===== config.mk =====
export PLATFORM = sky130hd
export DESIGN_NAME = ex_stage_control
export DESIGN_NICKNAME = d
export VERILOG_FILES = /design/src/rtl/ex_stage_control.sv
export SDC_FILE = /design/constraint.sdc
export NUM_CORES = 1
export LEC_CHECK = 0
export ABC_AREA = 1
export CAP_MARGIN = 20
export CORE_MARGIN = 2
export CORE_UTILIZATION = 37
export DETAILED_ROUTE_END_ITERATION = 7
export GPL_ROUTABILITY_DRIVEN = 0
export GPL_TIMING_DRIVEN = 0
export PLACE_DENSITY_LB_ADDON = 0.3
export RECOVER_POWER = 100
export SETUP_SLACK_MARGIN = 0.05
export SYNTH_ARGS = -nofsm -noshare
export SYNTH_HDL_FRONTEND = slang
export SYNTH_SLANG_ARGS = --single-unit
export TNS_END_PERCENT = 20

===== constraint.sdc =====
create_clock -name clock -period 1.2 [get_ports clock]
set_input_delay 0.24 -clock clock [delete_from_list [all_inputs] [get_ports clock]]
set_output_delay 0.24 -clock clock [all_outputs]
set_load 0.03 [all_outputs]

===== src/rtl/ex_stage_control.sv =====
// rtl/ex_stage_control.sv - execute-stage control: IR3/IR4, decode, forwarding, flags, branch, stop FSM
module ex_stage_control #(
  parameter int IW  = 8,
  parameter int OPW = 4
) (
  input  logic          clock,
  input  logic          reset,
  input  logic          ir3_load,
  input  logic [IW-1:0] ir2_in,
  input  logic          alu_z,
  input  logic          alu_n,
  output logic [IW-1:0] ir3_out,
  output logic [IW-1:0] ir4_out,
  output logic [2:0]    alu_op,
  output logic          alu_src_imm,
  output logic          fwd_a,
  output logic          fwd_b,
  output logic          mem_read,
  output logic          mem_write,
  output logic          branch_taken,
  output logic          flush,
  output logic          halted
);

  localparam logic [IW-1:0] BUBBLE = IW'(8'h0A);

  typedef enum logic [1:0] {ST_RUN, ST_DRAIN, ST_HALTED} state_t;

  state_t          state_q, state_d;
  logic [IW-1:0]   ir3_q, ir3_d;
  logic [IW-1:0]   ir4_q, ir4_d;
  logic            z_q, z_d;
  logic            n_q, n_d;

  logic [OPW-1:0]  op3;
  logic            is_ori, is_shift, is_load, is_store, is_add, is_sub, is_nand;
  logic            is_bz, is_bnz, is_bpz, is_stop;
  logic            reads_a, reads_b, sets_flags;

  // True when the instruction writes a register (ORI and shift are matched on their 3-bit code first)
  function automatic logic writes_reg(input logic [IW-1:0] ir);
    logic w;
    w = 1'b0;
    if (ir[2:0] == 3'b111 || ir[2:0] == 3'b011) begin
      w = 1'b1;
    end else begin
      case (ir[3:0])
        4'b0000, 4'b0100, 4'b0110, 4'b1000: w = 1'b1;
        default:                            w = 1'b0;
      endcase
    end
    return w;
  endfunction

  // Register named by the A field; ORI implicitly uses r1 for both dest and source
  function automatic logic [1:0] reg_a(input logic [IW-1:0] ir);
    return (ir[2:0] == 3'b111) ? 2'b01 : ir[7:6];
  endfunction

  assign op3 = ir3_q[OPW-1:0];

  // Decode IR3 into one-hot instruction classes
  always_comb begin
    is_ori   = (op3[2:0] == 3'b111);
    is_shift = (op3[2:0] == 3'b011);
    is_load  = (op3 == 4'b0000);
    is_store = (op3 == 4'b0010);
    is_add   = (op3 == 4'b0100);
    is_sub   = (op3 == 4'b0110);
    is_nand  = (op3 == 4'b1000);
    is_bz    = (op3 == 4'b0101);
    is_bnz   = (op3 == 4'b1001);
    is_bpz   = (op3 == 4'b1101);
    is_stop  = (op3 == 4'b0001);
  end

  assign reads_a    = is_load | is_store | is_add | is_sub | is_nand | is_ori | is_shift;
  assign reads_b    = is_load | is_store | is_add | is_sub | is_nand;
  assign sets_flags = is_add | is_sub | is_nand | is_ori | is_shift;

  assign halted = (state_q == ST_HALTED);

  // ALU operation select and combinational datapath controls
  always_comb begin
    alu_op = 3'b000;
    if (is_sub)                alu_op = 3'b001;
    else if (is_nand)          alu_op = 3'b010;
    else if (is_ori)           alu_op = 3'b011;
    else if (is_shift)         alu_op = 3'b100;
    else if (is_load | is_store) alu_op = 3'b101;
    alu_src_imm  = (is_ori | is_shift) & ~halted;
    mem_read     = is_load & ~halted;
    mem_write    = is_store & ~halted;
    branch_taken = (is_bz & z_q) | (is_bnz & ~z_q) | (is_bpz & ~n_q);
    fwd_a        = writes_reg(ir4_q) && (reg_a(ir4_q) == reg_a(ir3_q)) && reads_a;
    fwd_b        = writes_reg(ir4_q) && (reg_a(ir4_q) == ir3_q[5:4]) && reads_b;
  end

  assign flush   = branch_taken;
  assign ir3_out = ir3_q;
  assign ir4_out = ir4_q;

  // Next-state: stop FSM, instruction registers and flags
  always_comb begin
    state_d = state_q;
    ir3_d   = BUBBLE;
    ir4_d   = ir3_q;
    z_d     = z_q;
    n_d     = n_q;
    case (state_q)
      ST_RUN:    if (is_stop) state_d = ST_DRAIN;
      ST_DRAIN:  state_d = ST_HALTED;
      default:   state_d = ST_HALTED;
    endcase
    if (state_q != ST_RUN)  ir3_d = ir3_q;
    else if (branch_taken)  ir3_d = BUBBLE;
    else if (ir3_load)      ir3_d = ir2_in;
    if (state_q == ST_HALTED) ir4_d = BUBBLE;
    if (sets_flags && state_q != ST_HALTED) begin
      z_d = alu_z;
      n_d = alu_n;
    end
  end

  // State register with synchronous reset to an empty running pipeline
  always_ff @(posedge clock) begin
    if (reset) begin
      state_q <= ST_RUN;
      ir3_q   <= BUBBLE;
      ir4_q   <= BUBBLE;
      z_q     <= 1'b0;
      n_q     <= 1'b0;
    end else begin
      state_q <= state_d;
      ir3_q   <= ir3_d;
      ir4_q   <= ir4_d;
      z_q     <= z_d;
      n_q     <= n_d;
    end
  end

endmodule


==> results of run 1 <==
==> timing repair <==
action / 4_1_cts / 5_1_grt
gates resized for setup: 151 / 28
setup endpoints to repair: 29 / 37
pin swaps: 6 / 5
hold buffers: 0 / 0
setup buffers: 2 / 7
==> worst paths after layout <==
| path | start | end | slack, ns | cells past startpoint |
|---|---|---|---|---|
| max | ir3_out[1]$_SDFFE_PP1N_ | fwd_a | -0.48 | 7 |
| min | ir3_out[5]$_SDFFE_PP0N_ | ir4_out[5]$_SDFF_PP0_ | 0.48 | 2 |
| max reg2reg | ir3_out[1]$_SDFFE_PP1N_ | n_q$_SDFFE_PP0P_ | -0.11 | 9 |
| min reg2reg | ir3_out[5]$_SDFFE_PP0N_ | ir4_out[5]$_SDFF_PP0_ | 0.48 | 2 |
==> registers in the layout, summed over array words and instances, names as in the netlist <==
name	count
ir3_out	8
ir4_out	8
n_q	1
state_q	2
z_q	1
==> metal layers <==
layer / track usage / vias to the layer above / routed length, µm
li1: - / 516 / -
met1: 0.228 / 472 / 1030
met2: 0.327 / 39 / 1380
met3: 0.0389 / 2 / 158
met4: 0.0769 / 0 / 10
met5: 0 / - / 0
==> stage by stage <==
stage	hold slack [ns]	setup slack (ns)	power (µW)	util
3_3_place_gp	0.476	-0.707	994	0.598
6_report	0.485	-0.481	1470	0.639
4_1_cts	0.482	-0.496	1460	0.603
5_1_grt	0.500	-0.575	1530	0.639
3_5_place_dp	0.462	-0.705	1000	0.598
2_1_floorplan	0.355	-0.189	882	-
==> critical path, cell delays in order, from the launching register on <==
cell,delay [ns]
dfxtp_4,0.36
buf_6,0.13
nand3_4,0.09
nand2_2,0.05
xnor2_1,0.12
nand3_1,0.13
nor2_4,0.13
buf_6,0.13
==> where the power goes <==
group | internal [µW] | switching [µW]
Sequential | 684 | 27.5
Combinational | 123 | 160
Clock | 254 | 220
Total | 1060 | 408
==> logic make-up after synthesis <==
| logic type | count (synthesis) | synth area share |
|---|---|---|
| and+or+nand+nor | 69 | 0.334 |
| buffers and inverters | 27 | 0.116 |
| DFF | 20 | 0.436 |
| AOI/OAI and AO/OA | 13 | 0.0763 |
| xor gates and xnor gates | 4 | 0.0382 |
==> area by class of cell <==
class	count	area, µm²
fill	209	871
tap	30	37.5
timing repair buffer	48	403
buffer	2	22.5
sequential	20	423
multi-input combinational	86	504
inverter	25	101
clock buffer	4	47.5
==> cells in the final DEF (no fill, tap or decap), types with 2 or more instances in the layout <==
cell type and n:
xor2_1 2, nor2_1 18, o22ai_1 2, buf_4 19
o21ai_1 2, inv_1 17, buf_2 6, dfxtp_1 10
clkbuf_4 6, dfxtp_2 6, inv_2 5, buf_6 9
clkdlybuf4s50_1 12, nand3_4 2, dfxtp_4 4, nand2_2 5
nand3_1 13, nor2_2 3, o21ai_0 7, nor2_4 5
nand2_1 19
==> impl_results.md, run 1 <==
* Total GRT Usage at 0.190
* Starting Density at 0.381
* DRC Markers at 0
* Syn. warnings at 0
* Worst-Margin Slew at 0.558 ns
* Nets at 199
* Top FF cell, synth: dfxtp_1
* Syn-to-layout area delta at 67.6%
* TritonRoute pass-1 iters at 4
* Ys async rst share at 0
* Final WL at 2580 µm
* Latest clock arrival within the worst-skew pair at 0.30 ns
* Yosys reg bits at 20
* Rows at 18
* TritonCTS Sinks at 20
* Via count at 1029
* Pleak at 0.000726 µW
* First-pass GRT wire length at 3910 µm
* Hold Path Class: flop to flop
* CTS tree: done
* Routed WL per cell at 12.0 µm
* Antenna-violating nets left at 0
* Fin crit share at 1.40
* Setup crit start kind: flop
* Main area contributors after synthesis: dfxtp_1, nand2_1, nor2_1
* Vias in the first global route at 895
* CP arrival at 1.44 ns
* Max-slew headroom at 0.626
* Antenna diode count at 0
* Post-synth EDFFs at 0
* Pwr dens at 954 mW/mm²
* Root buffer cell: clkbuf_4
* Maxcap violations at 0
* Clk_skew at 0.00197 ns
* Worst IR Drop VDD at 0.805 mV
* Fraction of layout cells with a size suffix above 1 at 0.422
* Setup Crit Path Kind: flop to output pin
* Placed cell areas at 0.00144 mm²
* Cell area after layout at 0.00154 mm²
* Critical path capture point type: output pin
* Distinct cells, synth at 20
* CTS Buf Count at 3
* Top cell type by total area after synthesis: dfxtp_1
* Share of the synthesized area in the top cell type at 0.436
* Final setup vio count at 22
* Dpl hpwl at 1870 µm
* Layout Cells excl Fill at 215
* Synthesized net count at 146
* H-tree levels at 1
* Seq/Total Area, Yosys at 0.436
* Area of the core at 0.00241 mm²
* Most frequent cells after synthesis: nand2_1, nor2_1, inv_1, dfxtp_1, nand3_1
* RSZ-0062 raised after global routing: true
* Final setup margin at -0.481 ns
* Longest Clk Path Bufs at 2
* Cells after synthesis at 133
* Full die area at 0.00290 mm²
* Die Width at 53.8 µm
* Tmin final at 1.68 ns
* CP Max Fanout at 7
* Initial antenna violation count at 0
* Slew Viols, Final at 0
* CP required at 0.96 ns
* Number of I/O pins at 40
* Die Span Y at 53.8 µm
* Final Hold Fails at 0
* Largest net degree at the start of global routing at 13
* Initial DRC count at 24
* Netlist area before placement at 918 µm²
* Worst-path clk slew at 0.12 ns
* Post-synthesis area per instance at 6.91 µm²
* Setup TNS Final at -3.89 ns
* Global-route congestion overflow total at 0
* Port bufs at 39
* Failing checks: negative setup slack
* Count leader, synth: nand2_1
* Fmax at 595 MHz
* Post-Place Cells at 202
* Status: finished with violations
* Via density at 4.79
No activity file was read; power rests on OpenSTA's default activity.
==> run 2, diff against run 1 <==
ABC_CLOCK_PERIOD_IN_PS = 2040   (was not set)
CAP_MARGIN = not set   (was 20)
CORE_UTILIZATION = 44   (was 37)
clock period = 2.04 ns   (was 1.2 ns; I/O delays follow)
==> impl_results.md, run 2 (synthesis gave the netlist of run 1 again) <==
* Crit path buffers/inverters at 3
* Setup TNS Final at 0 ns
* Max-slew headroom at 0.413
* Number of I/O pins at 40
* Root buffer cell: clkbuf_4
* TritonRoute pass-1 iters at 4
* Die Width at 49.7 µm
* CP required at 1.63 ns
* Initial DRC count at 19
* Fin crit share at 0.947
* Crit path largest cell delay at 0.34 ns
* Area of the core at 0.00196 mm²
* Hold Path Class: flop to flop
* Maxcap violations at 0
* Post-Place Cells at 199
* First-pass GRT wire length at 3880 µm
* Pwr dens at 621 mW/mm²
* CP Max Fanout at 8
* Layout Cells excl Fill at 206
* Worst-Margin Slew at 0.871 ns
* H-tree levels at 1
* Crit path max-delay family: buffers and inverters
* Dpl hpwl at 1830 µm
* Setup crit start kind: flop
* CP arrival at 1.52 ns
* Worst-path cell chain: buf_4 > inv_1 > nand2_1 > nor3_1 > clkdlybuf4s18_2
* Nets at 193
* Longest Clk Path Bufs at 2
* Final Hold Fails at 0
* Global-route congestion overflow total at 0
* Die Span Y at 49.7 µm
* Initial antenna violation count at 0
* Final setup vio count at 0
* Clk_skew at 0.00890 ns
* Tmin final at 1.93 ns
* Worst IR Drop VDD at 0.620 mV
* Routed WL per cell at 11.2 µm
* Rows at 16
* TritonCTS Sinks at 20
* Worst hold margin at 0.488 ns
* Commonest non-fill, non-tap cells in the layout: nand2_1, nor2_1, inv_1
* Pleak at 0.000707 µW
* Fmax at 517 MHz
* Total GRT Usage at 0.198
* Fraction of layout cells with a size suffix above 1 at 0.151
* Latest clock arrival within the worst-skew pair at 0.30 ns
* Port bufs at 39
* Total power at 881 µW
* Via count at 978
* Final WL at 2320 µm
* Largest net degree at the start of global routing at 13
* Full die area at 0.00247 mm²
* Starting Density at 0.468
* Antenna-violating nets left at 0
* DRC Markers at 0
* CP max-delay cell: dfxtp_1
* Via density at 4.75
* Syn-to-layout area delta at 54.5%
* Critical path capture point type: output pin
* Slew Viols, Final at 0
* Setup Crit Path Kind: flop to output pin
* Antenna diode count at 0
* Status: finished clean
* CTS tree: done
* CTS Buf Count at 3
* Worst-path clk slew at 0.11 ns
* # hold bufs at CTS at 0
* RSZ-0062 raised after global routing: true
* Vias in the first global route at 918
[run 2: cell count changes in the layout (fill, tap and decap cells not counted), moves of 4 or more]
cell,previous run,this run
buf_4,19,5
dfxtp_1,10,17
nor2_1,18,22
inv_1,17,21
nor2_4,5,0
dfxtp_2,6,0
dlygate4sd2_1,1,6
dlygate4sd3_1,0,17
buf_2,6,1
buf_6,9,0
[run 2: where the power goes]
part,leakage [µW],switching (µW),internal (µW)
sequential,0.000165,13.4,403
combinational,0.000514,85.2,62.5
clock,0.0000279,119,199
total,0.000707,218,664
[run 2: layer usage]
layer	part of all wire	global-route usage
met3	0.050	0.0303
met5	0	0
met1	0.45	0.259
met4	0.0043	0.0417
met2	0.50	0.344
[run 2: layout make-up]
cell class	count	area, µm²
Sequential cell	20	412
Clock inverter	1	30.0
Fill cell	175	543
Buffer	2	15.0
Timing Repair Buffer	42	390
Clock buffer	3	22.5
Multi-Input combinational cell	86	422
Tap cell	27	33.8
Inverter	25	93.8
[run 2: what timing repair did]
| item | in CTS | in global routing |
|---|---|---|
| buffers inserted | 0 | 3 |
| gates resized for setup | 29 | 11 |
| setup endpoints to repair | 11 | 8 |
| hold endpoints to repair | 0 | 0 |
| pin swaps | 0 | 1 |
[run 2: path summary, 6_finish.rpt]
kind	from	slack, ns	cells past startpoint	to
setup reg to reg	state_q[1]$_SDFFE_PP0P_	0.69	2	ir3_out[7]$_SDFFE_PP0N_
hold reg to reg	ir3_out[7]$_SDFFE_PP0N_	0.49	2	ir4_out[7]$_SDFF_PP0_
setup / recovery	ir3_out[1]$_SDFFE_PP1N_	0.11	5	mem_read
hold / removal	ir3_out[7]$_SDFFE_PP0N_	0.49	2	ir4_out[7]$_SDFF_PP0_
[run 2: worst register-to-register path: cells and delay by family (launching register included)]
family | cells | cell delay (ns)
flops | 1 | 0.34
compound gates | 2 | 0.88
[run 2: stage by stage]
step                instance area (µm²)  setup WS [ns]  utilization
floorplan                           918         0.0812            -
CTS                                1390         0.0483        0.707
detailed placement                 1340         -0.115        0.684
global route                       1420        0.00934        0.723
global placement                   1340        -0.0888        0.684
finish                             1420          0.107        0.723
==> run 3, diff against run 2 <==
GPL_TIMING_DRIVEN = not set   (was 0)
==> impl_results.md, run 3 (synthesis gave the netlist of run 1 again) <==
* Status: finished clean
* Top Layer Used: met4
* DR WL met2 at 1290 µm
* Switching power at 224 µW
* Antenna diode count at 0
* CP arrival at 1.53 ns
* Multi-input gate area at 412 µm²
* Final Hold Fails at 0
* Fillcell total at 191
* Area of the core at 0.00196 mm²
* Worst-path clk slew at 0.11 ns
* Number of I/O pins at 40
* Pwr dens at 641 mW/mm²
* CP required at 1.63 ns
* CTS Buf Count at 3
* Clk pwr share at 0.365
* Commonest non-fill, non-tap cells in the layout: nand2_1, nor2_1, inv_1
* Initial DRC count at 21
* Post-CTS Setup Repair Bufs at 0
* Hold Path Class: flop to flop
* Vias in the first global route at 947
* Fraction of layout cells with a size suffix above 1 at 0.136
* Root buffer cell: clkbuf_4
* Longest Clk Path Bufs at 2
* Fin crit share at 0.949
* Pleak at 0.000694 µW
* Maxcap violations at 0
* Global-route congestion overflow total at 0
* Nets at 190
* Starting Density at 0.468
* Via count at 981
* Die Span Y at 49.7 µm
* Sequential share of power at 0.472
* H-tree levels at 1
* # hold bufs at CTS at 0
* Final setup vio count at 0
* Clk_skew at 0.00184 ns
* Total power at 887 µW
* TritonCTS Sinks at 20
* Setup TNS Final at 0 ns
* Final WL at 2450 µm
* Tmin final at 1.94 ns
* Most common cell after layout, fill and taps aside: nand2_1
* First-pass GRT wire length at 4080 µm
* Internal power at 663 µW
* Met1 Wirelength at 1030 µm
* Dpl hpwl at 1970 µm
* Worst IR Drop VDD at 0.479 mV
* Antenna-violating nets left at 0
* Via density at 4.83
* CP Max Fanout at 7
* DRC Markers at 0
* Largest net degree at the start of global routing at 13
* Met3 routed WL at 99 µm
* TritonRoute pass-1 iters at 4
* CTS tree: done
* Critical path capture point type: output pin
* Total GRT Usage at 0.216
* Worst-Margin Slew at 0.843 ns
* Setup crit start kind: flop
* Fmax at 516 MHz
* Syn-to-layout area delta at 50.7%
* RSZ-0062 raised after global routing: true
* Port bufs at 39
* Max-slew headroom at 0.432
* Comb pwr share at 0.163
* Setup Crit Path Kind: flop to output pin
* Full die area at 0.00247 mm²
* Latest clock arrival within the worst-skew pair at 0.30 ns
* Die Width at 49.7 µm
* Area occupied by registers at 414 µm²
* Initial antenna violation count at 0
* Routed WL per cell at 12.1 µm
* Slew Viols, Final at 0
* Rows at 16
* Sw frac at 0.252
[run 3: changes by cell type in the layout (fill, tap and decap cells not counted), moves of 2 or more]
cell,change
dfxtp_2,+5
dfxtp_1,-4
buf_4,-3
clkbuf_1,+2
dlygate4sd2_1,+2
[run 3: path summary, 6_finish.rpt]
kind                                 from                 endpoint  slack (ns)  cells after the start
setup / recovery  ir3_out[3]$_SDFFE_PP1N_             branch_taken        0.10                      5
setup reg to reg  state_q[1]$_SDFFE_PP0P_  ir3_out[6]$_SDFFE_PP0N_        0.71                      2
hold reg to reg   ir3_out[7]$_SDFFE_PP0N_    ir4_out[7]$_SDFF_PP0_        0.48                      2
hold / removal    ir3_out[7]$_SDFFE_PP0N_    ir4_out[7]$_SDFF_PP0_        0.48                      2
[run 3: layout make-up]
cell class              count  area share
flip-flops and latches     20       0.299
multi-input cells          86       0.297
repair buffers             41       0.273
inverters                  25      0.0678
well taps                  27      0.0244
clock inverters             1      0.0217
clock buffers               3      0.0163
[run 3: what timing repair did]
item                       4_1_cts  5_1_grt
pin swaps                        0        0
setup endpoints to repair       12        9
resized for setup               19       11
hold endpoints to repair         0        0
[run 3: layer usage]
layer | up-vias | track usage
met3 | 4 | 0.0303
met5 | - | 0
li1 | 497 | -
met4 | 0 | 0.0833
met2 | 30 | 0.400
met1 | 450 | 0.246
[run 3: critical path, cell delays in order, from the launching register on]
cell	delay, ns
dfxtp_4	0.40
inv_2	0.05
o21ai_1	0.17
nand3_2	0.11
inv_1	0.09
dlygate4sd2_1	0.41
[run 3: power groups by stage]
stage                     Sequential [µW]  Combinational (µW)  Clock, µW
after CTS                             420                 151        328
after detailed placement              428                 154          0
after global placement                427                 150          0
after floorplan                       445                65.8          0
after global routing                  421                 157        347
final                                 419                 145        324
[run 3: per-stage QoR]
stage                     hold slack [ns]  setup slack [ns]  utilization  area, µm²  std cells
after detailed placement            0.465            0.0284        0.684       1340        199
after global placement              0.464            0.0954        0.684       1340        199
after floorplan                     0.456            0.0812            -        918        133
after CTS                           0.485           0.00352        0.706       1390        203
final                               0.481             0.103        0.705       1380        203
after global routing                0.505            0.0217        0.705       1380        203
